==> src/rtl/mux8_1_pkg.sv <==
// rtl/mux8_1_pkg.sv - shared constants for the registered 8-to-1 multiplexer
package mux8_1_pkg;
  localparam int NUM_INPUTS = 8;
  localparam int SEL_W      = 3;
  localparam int DATA_W     = 4;

  typedef logic [SEL_W-1:0] sel_t;
endpackage

==> src/rtl/mux8_1_if.sv <==
// rtl/mux8_1_if.sv - data candidates, select and registered result of the mux
interface mux8_1_if
  import mux8_1_pkg::*;
#(
  parameter int WIDTH = DATA_W
) ();
  logic [WIDTH-1:0] datain_0;
  logic [WIDTH-1:0] datain_1;
  logic [WIDTH-1:0] datain_2;
  logic [WIDTH-1:0] datain_3;
  logic [WIDTH-1:0] datain_4;
  logic [WIDTH-1:0] datain_5;
  logic [WIDTH-1:0] datain_6;
  logic [WIDTH-1:0] datain_7;
  sel_t             select;
  logic [WIDTH-1:0] out;

  modport master (
    output datain_0, datain_1, datain_2, datain_3,
    output datain_4, datain_5, datain_6, datain_7,
    output select,
    input  out
  );

  modport slave (
    input  datain_0, datain_1, datain_2, datain_3,
    input  datain_4, datain_5, datain_6, datain_7,
    input  select,
    output out
  );
endinterface

==> src/rtl/mux8_1_core.sv <==
// rtl/mux8_1_core.sv - purely combinational 8-way selection of WIDTH bits
module mux8_1_core
  import mux8_1_pkg::*;
#(
  parameter int WIDTH = DATA_W
) (
  input  logic [WIDTH-1:0] d0,
  input  logic [WIDTH-1:0] d1,
  input  logic [WIDTH-1:0] d2,
  input  logic [WIDTH-1:0] d3,
  input  logic [WIDTH-1:0] d4,
  input  logic [WIDTH-1:0] d5,
  input  logic [WIDTH-1:0] d6,
  input  logic [WIDTH-1:0] d7,
  input  sel_t             select,
  output logic [WIDTH-1:0] y
);
  always_comb begin
    y = '0;
    case (select)
      3'd0:    y = d0;
      3'd1:    y = d1;
      3'd2:    y = d2;
      3'd3:    y = d3;
      3'd4:    y = d4;
      3'd5:    y = d5;
      3'd6:    y = d6;
      3'd7:    y = d7;
      // only reachable with unknown select bits; propagate the unknown
      default: y = 'x;
    endcase
  end
endmodule

==> src/rtl/mux8_1.sv <==
// rtl/mux8_1.sv - registered 8-to-1 multiplexer with synchronous reset
module mux8_1
  import mux8_1_pkg::*;
#(
  parameter int WIDTH = DATA_W
) (
  input logic     clk,
  input logic     rst,
  mux8_1_if.slave bus
);
  logic [WIDTH-1:0] sel_data;

  mux8_1_core #(.WIDTH(WIDTH)) u_core (
    .d0     (bus.datain_0),
    .d1     (bus.datain_1),
    .d2     (bus.datain_2),
    .d3     (bus.datain_3),
    .d4     (bus.datain_4),
    .d5     (bus.datain_5),
    .d6     (bus.datain_6),
    .d7     (bus.datain_7),
    .select (bus.select),
    .y      (sel_data)
  );

  // output comes only from this register, so it never glitches between edges
  always_ff @(posedge clk) begin
    if (rst) bus.out <= '0;
    else     bus.out <= sel_data;
  end
endmodule

==> src/flat_wrapper.sv <==
// flat-port wrapper written by rule: the top's interface ports become plain ports
module mux8_1_flat import mux8_1_pkg::*;
#(
  parameter int WIDTH = DATA_W
)
  (clk, rst, bus_datain_0, bus_datain_1, bus_datain_2, bus_datain_3, bus_datain_4, bus_datain_5, bus_datain_6, bus_datain_7, bus_select, bus_out);
  mux8_1_if #(.WIDTH(WIDTH)) bus_i ();
  input logic clk;
  input logic rst;
  input wire logic [$bits(bus_i.datain_0)-1:0] bus_datain_0;
  input wire logic [$bits(bus_i.datain_1)-1:0] bus_datain_1;
  input wire logic [$bits(bus_i.datain_2)-1:0] bus_datain_2;
  input wire logic [$bits(bus_i.datain_3)-1:0] bus_datain_3;
  input wire logic [$bits(bus_i.datain_4)-1:0] bus_datain_4;
  input wire logic [$bits(bus_i.datain_5)-1:0] bus_datain_5;
  input wire logic [$bits(bus_i.datain_6)-1:0] bus_datain_6;
  input wire logic [$bits(bus_i.datain_7)-1:0] bus_datain_7;
  input wire logic [$bits(bus_i.select)-1:0] bus_select;
  output wire logic [$bits(bus_i.out)-1:0] bus_out;
  assign bus_i.datain_0 = bus_datain_0;
  assign bus_i.datain_1 = bus_datain_1;
  assign bus_i.datain_2 = bus_datain_2;
  assign bus_i.datain_3 = bus_datain_3;
  assign bus_i.datain_4 = bus_datain_4;
  assign bus_i.datain_5 = bus_datain_5;
  assign bus_i.datain_6 = bus_datain_6;
  assign bus_i.datain_7 = bus_datain_7;
  assign bus_i.select = bus_select;
  assign bus_out = bus_i.out;
  mux8_1 #(.WIDTH(WIDTH)) u_core (.clk(clk), .rst(rst), .bus(bus_i));
endmodule
==> config.mk <==
export PLATFORM = sky130hd
export DESIGN_NAME = mux8_1_flat
export DESIGN_NICKNAME = d
export VERILOG_FILES = /design/src/rtl/mux8_1_pkg.sv /design/src/rtl/mux8_1_if.sv /design/src/rtl/mux8_1_core.sv /design/src/rtl/mux8_1.sv /design/src/flat_wrapper.sv
export SDC_FILE = /design/constraint.sdc
export NUM_CORES = 1
export LEC_CHECK = 0
export ABC_AREA = 0
export ABC_CLOCK_PERIOD_IN_PS = 1130
export CAP_MARGIN = 20
export CELL_PAD_IN_SITES_DETAIL_PLACEMENT = 0
export CELL_PAD_IN_SITES_GLOBAL_PLACEMENT = 1
export CORE_MARGIN = 4
export CORE_UTILIZATION = 17
export DETAILED_ROUTE_END_ITERATION = 10
export MAX_ROUTING_LAYER = met4
export PLACE_DENSITY_LB_ADDON = 0.1
export SLEW_MARGIN = 20
export SYNTH_ARGS = -nofsm -noshare
export SYNTH_HDL_FRONTEND = slang
export SYNTH_SLANG_ARGS = --single-unit
==> constraint.sdc <==
create_clock -name clk -period 1.13 [get_ports clk]
set_clock_uncertainty 0.05 [all_clocks]
set_input_delay 0.226 -clock clk [delete_from_list [all_inputs] [get_ports clk]]
set_output_delay 0.226 -clock clk [all_outputs]
set_load 0.02 [all_outputs]
==> flow_summary.json <==
{
  "via_per_inst": 4.48,
  "antenna_found_initial": 0,
  "fmax_ghz": 0.895,
  "die_h_um": 58.0,
  "place_congestion": 0.721,
  "clkSinkCount": 4,
  "reg_top3": "u_core.bus.out: 4 flops",
  "post-route-drc-count": 0,
  "die_w_um": 58.0,
  "yosys_warnings": 0,
  "areaGrowthSynthToFinish_pct": 131,
  "ant_nets": 0,
  "dp_hpwl_mm": 1.27,
  "max-clock-path-buffers": 2,
  "cts_buffers": 3,
  "leakagePower_nw": 0.461,
  "yosysSeqAreaShare_pct": 18.8,
  "nFillCells": 260,
  "synth_area_um2": 425,
  "io_pins": 41,
  "endpoint_kind": "register",
  "grt_overflow": 0,
  "period_needed_ns": 1.12,
  "fin_area_um2": 983,
  "rsz0062_at_grt": "no",
  "setup_tns_ns": 0,
  "relSlewSlack_pct": 84.1,
  "startpoint": "bus_select[2]",
  "grt.met2_usage_pct": 18.7,
  "use_met3_pct": 3.79,
  "path_class": "in2reg",
  "num_rows": 17,
  "start_util_pct": 18.5,
  "synth_cells": 46,
  "status": "finished clean",
  "finalHoldViolCount": 0,
  "clkTransAtPathRegs_ns": 0.04,
  "min_path_type": "in2reg",
  "syn_nets": 83,
  "ir_worst_vdd_mv": 0.416,
  "final.period_utilization_pct": 98.9,
  "layout_setup_ws_ns": 0.0129,
  "post_drt_wl_per_cell_um": 13.7,
  "dr.pass1.iters": 4,
  "power.total_uw": 642,
  "required_ns": 1.23,
  "dpl-instance-area_um2": 871,
  "largest_register_ffs": 4,
  "grt_pass1_vias": 591,
  "hold_buffers": 0,
  "finalWirelength_mm": 1.68,
  "cts_max_level": 1,
  "powerDensity_mw_per_mm2": 653,
  "cts_tree": "done",
  "busiest_layer": "met2",
  "slew_violations": 0,
  "path_max_fanout": 8,
  "die_area_mm2": 0.00337,
  "clock-root-buffer": "clkbuf_4",
  "met1_usage_pct": 11.1,
  "avgSynthCellArea_um2": 9.25,
  "drv_cap": 0,
  "holdWs_ns": 0.389,
  "grt_max_degree": 9,
  "regMostFlops": "u_core.bus.out",
  "core_mm2": 0.00230,
  "ys_ff_latch": 4,
  "drt_iter0_markers": 11,
  "vias": 546,
  "finalSetupViolCount": 0,
  "hp-start": "bus_select[2]",
  "instances_no_fill": 122,
  "pre_cts_ws_ns": -0.640,
  "synth.distinct_cells": 24,
  "diodes": 0,
  "tightest_slew_ns": 0.238,
  "setup.worst_path.start_class": "input port",
  "numPortBuffers": 40,
  "cp.arrival_ns": 1.22,
  "dp.cells": 115,
  "drive_gt1_share_pct": 38.3,
  "final_nets": 133,
  "grt_first_pass_wirelength_mm": 2.64,
  "track_usage_pct": 10.6,
  "fin_util_pct": 42.8
}
==> where the power goes <==
part           total [mW]  switching, mW  internal, mW
Sequential          0.158        0.00368         0.154
Combinational       0.302          0.111         0.190
Clock               0.182         0.0630         0.119
==> synth_stat cells <==
cell,n,area share (%)
buf_6,1,2.6
o211ai_1,1,1.8
or3_1,1,1.5
a311oi_1,2,4.1
or2b_1,2,3.5
buf_4,1,1.8
a21bo_2,1,2.4
dfxtp_1,4,19
or3_2,1,1.8
mux4_1,2,12
a22oi_1,1,1.8
a21oi_1,2,2.4
inv_1,1,0.88
nor2_1,6,5.3
nand2_1,2,1.8
buf_8,1,3.5
nor3b_1,2,3.5
mux2i_1,4,9.4
nand3_1,1,1.2
a211oi_1,2,3.5
buf_2,2,2.4
a211o_1,3,6.2
and4b_1,1,2.4
mux2_2,2,5.3
==> repair_timing <==
item / 4_1_cts / 5_1_grt
pin swaps: 11 / 6
buffers inserted: 3 / 0
resized for setup: 46 / 14
setup endpoints to repair: 8 / 7
gates cloned: 1 / 0
==> area by class of cell <==
class / instances / area [µm²] / area share (%)
multi-input cells: 36 / 355 / 36.1
well taps: 28 / 35.0 / 3.56
clock buffers: 3 / 22.5 / 2.29
inverters: 1 / 3.75 / 0.382
repair buffers: 50 / 487 / 49.5
flip-flops and latches: 4 / 80.1 / 8.14
==> worst max-delay path, cell delays in order <==
cell and delay, ns:
buf_4 0.14, buf_12 0.14, mux2i_2 0.15, a211o_1 0.32, a211oi_2 0.24
==> cell families (layout without fill, tap and decap cells) <==
family / count (synthesis) / count (layout) / synth area share [%]
and+or+nand+nor: 16 / 16 / 20.9
AOI/OAI and AO/OA: 12 / 12 / 22.1
muxes: 8 / 8 / 27.1
buffers and inverters: 6 / 54 / 11.2
DFF: 4 / 4 / 18.8
==> placed cells by master (no fill, tap or decap), drive strengths merged, types with 3 or more instances in the layout <==
cell type,netlist,layout
dfxtp,4,4
a211o,3,3
nor2,6,6
buf,5,12
mux2i,4,4
clkbuf,0,6
dlygate4sd2,0,16
dlymetal6s2s,0,5
clkdlybuf4s50,0,13
==> per-layer routing <==
layer	share of wire, %	vias up
li1	-	272
met1	40	244
met2	51	28
met3	8.1	2
met4	1.1	0
met5	0	-
==> path summary, 6_finish.rpt <==
check	to	slack (ns)	depth (start not counted)
worst min-delay path	u_core.bus.out[0]$_SDFF_PP0_	0.39	4
worst max-delay path	u_core.bus.out[2]$_SDFF_PP0_	0.01	5
Power figures use the tool's default switching activity.
